**src/rtl/wb_pkg.sv**
```systemverilog
// Shared constants for the writeback arbiter: data width, register address width,
// the zero register, and the late-result FIFO entry layout {rd, data}.
package wb_pkg;
  localparam int XLEN       = 32;
  localparam int REG_ADDR_W = 5;
  localparam int NUM_REGS   = 32;
  localparam logic [REG_ADDR_W-1:0] REG_ZERO = 5'd0;

  // Width of one buffered late result: rd in the top bits, data below.
  function automatic int entry_width(input int xlen);
    return REG_ADDR_W + xlen;
  endfunction
endpackage

```
**src/rtl/wb_fifo.sv**
```systemverilog
// Small synchronous FIFO with asynchronous active-low reset. Pointers carry one extra
// wrap bit so full and empty are distinguishable without a separate counter.
module wb_fifo #(
  parameter int WIDTH = 37,
  parameter int DEPTH = 4
) (
  input  logic             clk,
  input  logic             rst_n,
  input  logic             push,
  input  logic [WIDTH-1:0] push_data,
  input  logic             pop,
  output logic             full,
  output logic             empty,
  output logic [WIDTH-1:0] head
);
  localparam int AW = $clog2(DEPTH);

  logic [WIDTH-1:0] mem [DEPTH];
  logic [AW:0]      wr_ptr_reg;
  logic [AW:0]      rd_ptr_reg;
  logic             do_push;
  logic             do_pop;

  assign full    = (wr_ptr_reg[AW] != rd_ptr_reg[AW]) &&
                   (wr_ptr_reg[AW-1:0] == rd_ptr_reg[AW-1:0]);
  assign empty   = (wr_ptr_reg == rd_ptr_reg);
  assign do_push = push && !full;
  assign do_pop  = pop && !empty;
  assign head    = mem[rd_ptr_reg[AW-1:0]];

  always_ff @(posedge clk or negedge rst_n) begin
    if (!rst_n) begin
      wr_ptr_reg <= '0;
      rd_ptr_reg <= '0;
    end else begin
      if (do_push) wr_ptr_reg <= wr_ptr_reg + 1'b1;
      if (do_pop)  rd_ptr_reg <= rd_ptr_reg + 1'b1;
    end
  end

  // Storage needs no reset: the pointers alone define which entries are live.
  always_ff @(posedge clk) begin
    if (do_push) mem[wr_ptr_reg[AW-1:0]] <= push_data;
  end
endmodule

```
**src/rtl/writeback_arbiter.sv**
```systemverilog
// Register-file write port arbiter: execute results win, buffered long-latency results
// drain when execute is idle; keeps the busy scoreboard. WB_PERF_EN adds perf_conflict.
module writeback_arbiter #(
  parameter int XLEN       = wb_pkg::XLEN,
  parameter int FIFO_DEPTH = 4
) (
  input  logic            clk,
  input  logic            rst_n,
  input  logic            ex_valid,
  input  logic [4:0]      ex_rd,
  input  logic [XLEN-1:0] ex_data,
  input  logic            lu_valid,
  output logic            lu_ready,
  input  logic [4:0]      lu_rd,
  input  logic [XLEN-1:0] lu_data,
  input  logic            issue_valid,
  input  logic [4:0]      issue_rd,
  input  logic [4:0]      chk_rs1,
  input  logic [4:0]      chk_rs2,
  input  logic [4:0]      chk_rd,
  output logic            hazard,
  output logic            rf_we,
  output logic [4:0]      rf_rd,
  output logic [XLEN-1:0] rf_wdata
`ifdef WB_PERF_EN
  ,
  output logic [31:0]     perf_conflict
`endif
);
  import wb_pkg::*;

  localparam int EW = entry_width(XLEN);

  logic                  ex_write;
  logic                  fifo_pop;
  logic                  fifo_push;
  logic                  fifo_full;
  logic                  fifo_empty;
  logic [EW-1:0]         fifo_head;
  logic [4:0]            head_rd;
  logic [XLEN-1:0]       head_data;
  logic [NUM_REGS-1:0]   busy_reg;
  logic [NUM_REGS-1:0]   busy_next;

  assign ex_write  = ex_valid && (ex_rd != REG_ZERO);
  assign fifo_pop  = !ex_write && !fifo_empty;
  // Ready comes only from registered FIFO state, never from this cycle's pop.
  assign lu_ready  = rst_n && !fifo_full;
  assign fifo_push = lu_valid && lu_ready;
  assign head_rd   = fifo_head[XLEN +: REG_ADDR_W];
  assign head_data = fifo_head[XLEN-1:0];

  wb_fifo #(
    .WIDTH (EW),
    .DEPTH (FIFO_DEPTH)
  ) u_fifo (
    .clk       (clk),
    .rst_n     (rst_n),
    .push      (fifo_push),
    .push_data ({lu_rd, lu_data}),
    .pop       (fifo_pop),
    .full      (fifo_full),
    .empty     (fifo_empty),
    .head      (fifo_head)
  );

  always_comb begin
    rf_we    = 1'b0;
    rf_rd    = REG_ZERO;
    rf_wdata = '0;
    if (ex_write) begin
      rf_we    = rst_n;
      rf_rd    = ex_rd;
      rf_wdata = ex_data;
    end else if (!fifo_empty) begin
      rf_we    = rst_n && (head_rd != REG_ZERO);
      rf_rd    = head_rd;
      rf_wdata = head_data;
    end
  end

  // Issue is applied after the pop clear so a same-cycle reissue keeps the bit set.
  always_comb begin
    busy_next = busy_reg;
    if (fifo_pop)    busy_next[head_rd]  = 1'b0;
    if (issue_valid) busy_next[issue_rd] = 1'b1;
    busy_next[0] = 1'b0;
  end

  always_ff @(posedge clk or negedge rst_n) begin
    if (!rst_n) busy_reg <= '0;
    else        busy_reg <= busy_next;
  end

  assign hazard = rst_n && (busy_reg[chk_rs1] || busy_reg[chk_rs2] ||
                            busy_reg[chk_rd] || fifo_full);

`ifdef WB_PERF_EN
  logic [31:0] perf_reg;

  always_ff @(posedge clk or negedge rst_n) begin
    if (!rst_n)                        perf_reg <= '0;
    else if (ex_write && !fifo_empty)  perf_reg <= perf_reg + 32'd1;
  end

  assign perf_conflict = perf_reg;
`endif

`ifndef SYNTHESIS
  // A late result for a register nobody is waiting on is still written; just flag it.
  always_ff @(posedge clk) begin
    if (fifo_push && lu_rd != REG_ZERO)
      assert (busy_reg[lu_rd]) else $warning("late result for idle rd %0d", lu_rd);
  end
`endif
endmodule

```
**config.mk**
```make
export PLATFORM = sky130hd
export DESIGN_NAME = writeback_arbiter
export DESIGN_NICKNAME = d
export VERILOG_FILES = /design/src/rtl/wb_pkg.sv /design/src/rtl/wb_fifo.sv /design/src/rtl/writeback_arbiter.sv
export SDC_FILE = /design/constraint.sdc
export NUM_CORES = 1
export LEC_CHECK = 0
export CAP_MARGIN = 25
export CORE_MARGIN = 5
export CORE_UTILIZATION = 49
export DETAILED_ROUTE_END_ITERATION = 16
export HOLD_SLACK_MARGIN = 0.1
export PLACE_DENSITY = 0.88
export SYNTH_ARGS = -nofsm -noshare
export SYNTH_HDL_FRONTEND = slang
export SYNTH_HIERARCHICAL = 1
export SYNTH_SLANG_ARGS = --single-unit
```
**constraint.sdc**
```tcl
create_clock -name clk -period 2.8 [get_ports clk]
set_input_delay 0.28 -clock clk [delete_from_list [all_inputs] [get_ports clk]]
set_output_delay 0.28 -clock clk [all_outputs]
set_load 0.01 [all_outputs]
```
==> summary.txt <==
Setup path
  – Critical path peak fanout: 10
  – Worst endpoint required time: 2.52 ns
  – Crit path capture type: output port
  – R2R Path Start: u_fifo/rd_ptr_reg[0]$_DFFE_PN0P_
  – Crit path kind: input port to output port
  – Worst path cell trace: clkdlybuf4s50_1 -> or4_4 -> o21ai_4 -> buf_12 -> buf_12 -> nand3_1 -> nand2_1 -> clkdlybuf4s50_1
  – WP buf/inv: 4
  – Crit path max-delay family: buffers and inverters
  – CP max-delay cell: or4_4
  – Setup crit start kind: input port
  – Arrival time of the worst setup path: 2.49 ns
  – Worst path max stage delay: 0.57 ns
  – Reg2Reg Depth: 10
  – FF-to-FF End: u_fifo/mem[0][1]$_DFFE_PP_
  – R2R setup slack: 0.23 ns

Cells and area
  – Filler instances: 1174
  – Layout cells sized above 1: 0.227
  – ANT cells: 0
  – Fin nets: 852
  – Multi-input logic area: 0.00300 mm²
  – FF/Latch Area: 0.00538 mm²
  – Area grow syn2layout: 32.7%
  – Largest register FFs: 148

Logic synthesis
  – Asr flop ratio synth: 0.200
  – Mapped Cells: 572
  – Top_reg_cell synth: edfxtp_1
  – Synth Cell Area: 0.00853 mm²
  – Post-synth EDFFs: 148
  – Sequential area share after synthesis: 0.630
  – Yosys reg bits: 185
  – Synth Net Count: 676
  – Yosys cell types: 48
  – Ys Warns: 6
  – Syn avg cell area: 14.9 µm²

CTS
  – Htree depth: 4
  – CTS sink cnt: 185
  – Later-pin clock latency in the skew report: 0.43 ns
  – Reg clk slew, reported paths: 0.07 ns
  – Clk buf depth: 2
  – Root buffer cell: clkbuf_16
  – CTS buffer count: 17
  – CTS tree: done

Placement
  – Gpl congestion: 0.929
  – I/O Buffers: 138
  – Pre-CTS setup slack: -0.188 ns
  – Detailed placement HPWL: 14.7 mm

Drt
  – Number of vias per cell: 5.98
  – Met2 wire length: 11.2 mm
  – Post-route ant nets: 0
  – Post-DR wirelength/cell: 22.4 µm
  – WL met3: 1.82 mm
  – DR vias: 5893
  – Residual DRC count: 0
  – Final WL: 22.1 mm
  – Top Layer Used: met4
  – Iter 0 DRT Violations: 602
  – DRT Pass-1 Iters: 5
  – Met1 wire length: 8.65 mm

STA
  – Slew Limit Fails: 0
  – Min cycle time layout: 2.77 ns
  – RSZ-0062 raised after global routing: yes
  – FMAX: 361 MHz
  – Final Hold Fails: 0
  – Final worst setup slack: 0.0301 ns
  – Least-Margin Pin Slew: 0.495 ns
  – Slew headroom: 0.670
  – Final TNS setup: 0 ns
  – Clock Skews: 0.0116 ns
  – Tcrit/Tclk final: 0.989
  – Final hold slack: 0.378 ns
  – Final Setup Violations: 0

GRT
  – First-pass GRT wire length: 33.0 mm
  – Initial antenna violation count: 0
  – GRT Util Overall: 0.215
  – Grt ovf: 0
  – Vias in the first global route: 6037
  – Largest net degree at the start of global routing: 38

Floorplan
  – DIE WIDTH: 142 µm
  – Initial core utilization: 0.496
  – Core Region: 0.0172 mm²
  – Rows: 48
  – Die height: 142 µm
  – Ports: 139
  – Die ar.: 0.0201 mm²

Hold path
  – Worst hold path class: input port to asynchronous set/reset pin

Power
  – VDD IR max: 0.000609 V
  – Leakage power: 4.25 nW
  – Pwr Density: 942 mW/mm²

Status
  – Status: finished, final reports clean

Job
  – Max_cap viols: 0
-- cell type report --
cell class / count / share of cell area
timing repair buffer: 190 / 0.179
clock buffer: 18 / 0.0379
inverter: 10 / 0.00365
tap: 225 / 0.0249
multi-input combinational: 344 / 0.265
clock inverter: 14 / 0.0147
sequential: 185 / 0.475
-- worst reg2reg max path, stage by stage (launching register included) --
cell	delay (ns)
dfrtp_2	0.51
xnor2_2	0.18
buf_4	0.19
nand3_1	0.11
inv_1	0.06
inv_1	0.09
and3_1	0.26
inv_1	0.08
a31oi_2	0.25
and2_2	0.33
buf_12	0.21
-- metal layers --
layer / up-vias / track usage
li1: 2591 / -
met1: 2936 / 0.283
met2: 326 / 0.358
met3: 40 / 0.0576
met4: 0 / 0.0596
met5: - / 0
-- kinds of logic after synthesis --
family	share of synthesized area
AO/OA/AOI/OAI	0.0612
XOR/XNOR	0.00895
adder cells (fa/ha/maj)	0.00734
buffers and inverters	0.0249
flip-flops	0.630
multiplexers	0.166
AND/OR/NAND/NOR	0.102
-- stage by stage --
stage / std cells / cell area (µm²) / power, mW / util
3_3_place_gp: 938 / 10400 / 7.77 / 0.608
2_1_floorplan: 572 / 8530 / 6.33 / -
3_5_place_dp: 938 / 10400 / 7.93 / 0.608
6_report: 986 / 11300 / 10.7 / 0.659
4_1_cts: 971 / 11100 / 10.5 / 0.645
5_1_grt: 986 / 11300 / 11.2 / 0.659
-- power breakdown --
part	internal [mW]	total (mW)	leakage (nW)	switching [mW]
registers	3.53	3.93	1.78	0.400
logic	2.23	4.33	2.17	2.10
clock network	1.29	2.39	0.295	1.11
total	7.05	10.7	4.25	3.61
-- how the worst max path moves through the flow --
stage | start | end | slack, ns | cells past startpoint
2_1_floorplan | u_fifo/rd_ptr_reg[1]$_DFFE_PN0P_ | u_fifo/mem[0][0]$_DFFE_PP_ | 0.12 | 9
3_3_place_gp | chk_rd[1] | hazard | -0.12 | 7
3_5_place_dp | chk_rd[1] | hazard | -0.19 | 7
4_1_cts | u_fifo/rd_ptr_reg[0]$_DFFE_PN0P_ | rf_rd[0] | -0.02 | 5
5_1_grt | u_fifo/rd_ptr_reg[0]$_DFFE_PN0P_ | rf_we | -0.05 | 6
6_report | ex_rd[2] | rf_wdata[0] | 0.03 | 8
-- placed cells by master, fill, tap and decap left out, types with 5 or more instances in the layout --
| master | netlist | final |
|---|---|---|
| buf_12 | 0 | 13 |
| buf_4 | 1 | 34 |
| clkbuf_16 | 0 | 19 |
| clkdlybuf4s50_1 | 0 | 114 |
| dfrtp_1 | 37 | 32 |
| dfrtp_2 | 0 | 5 |
| dlymetal6s2s_1 | 0 | 20 |
| edfxtp_1 | 148 | 148 |
| ha_1 | 5 | 5 |
| inv_1 | 10 | 9 |
| inv_6 | 0 | 5 |
| inv_8 | 0 | 6 |
| mux4_2 | 59 | 59 |
| nand2_1 | 82 | 82 |
| nand3_1 | 40 | 40 |
| nand3b_1 | 8 | 8 |
| nor2_1 | 9 | 8 |
| o21ai_0 | 48 | 48 |
| o21ai_1 | 17 | 17 |
-- timing repair --
item | 4_1_cts | 5_1_grt
hold buffers | 0 | 0
endpoints found under the hold margin | 0 | 0
endpoints found under the setup margin | 36 | 38
cloned | 0 | 2
setup buffers | 1 | 13
pin swaps | 2 | 2
gates resized for setup | 16 | 29
-- synth_stat cells, types with 2 or more instances --
library cell  count  share of area
and2_1            4         0.0029
nand3_1          40          0.023
nor2_1            9         0.0040
buf_6             5         0.0066
nor2b_1           3         0.0022
a31oi_1           3         0.0022
or4_4             2         0.0026
nor3b_1           4         0.0035
mux2_2            3         0.0040
mux2i_1           5         0.0059
inv_1            10         0.0044
xor2_1            2         0.0021
edfxtp_1        148           0.52
dfrtp_1          37           0.11
clkbuf_1         19         0.0084
or3_1             2         0.0015
a221oi_1          2         0.0021
a21oi_1           3         0.0018
o211ai_1          2         0.0018
nand2b_1          4         0.0029
o21ai_0          48          0.028
o21ai_1          17          0.010
nand2_1          82          0.036
buf_2             8         0.0047
a21o_1            3         0.0026
nand4b_1          3         0.0031
ha_1              5         0.0073
nand3b_1          8         0.0070
nand4_1           4         0.0029
and3_1            3         0.0022
or3b_2            3         0.0031
xnor2_1           3         0.0031
mux4_2           59           0.16
nor3_1            2         0.0012
a22o_1            2         0.0021
o31ai_1           3         0.0026
Power figures use the tool's default switching activity.
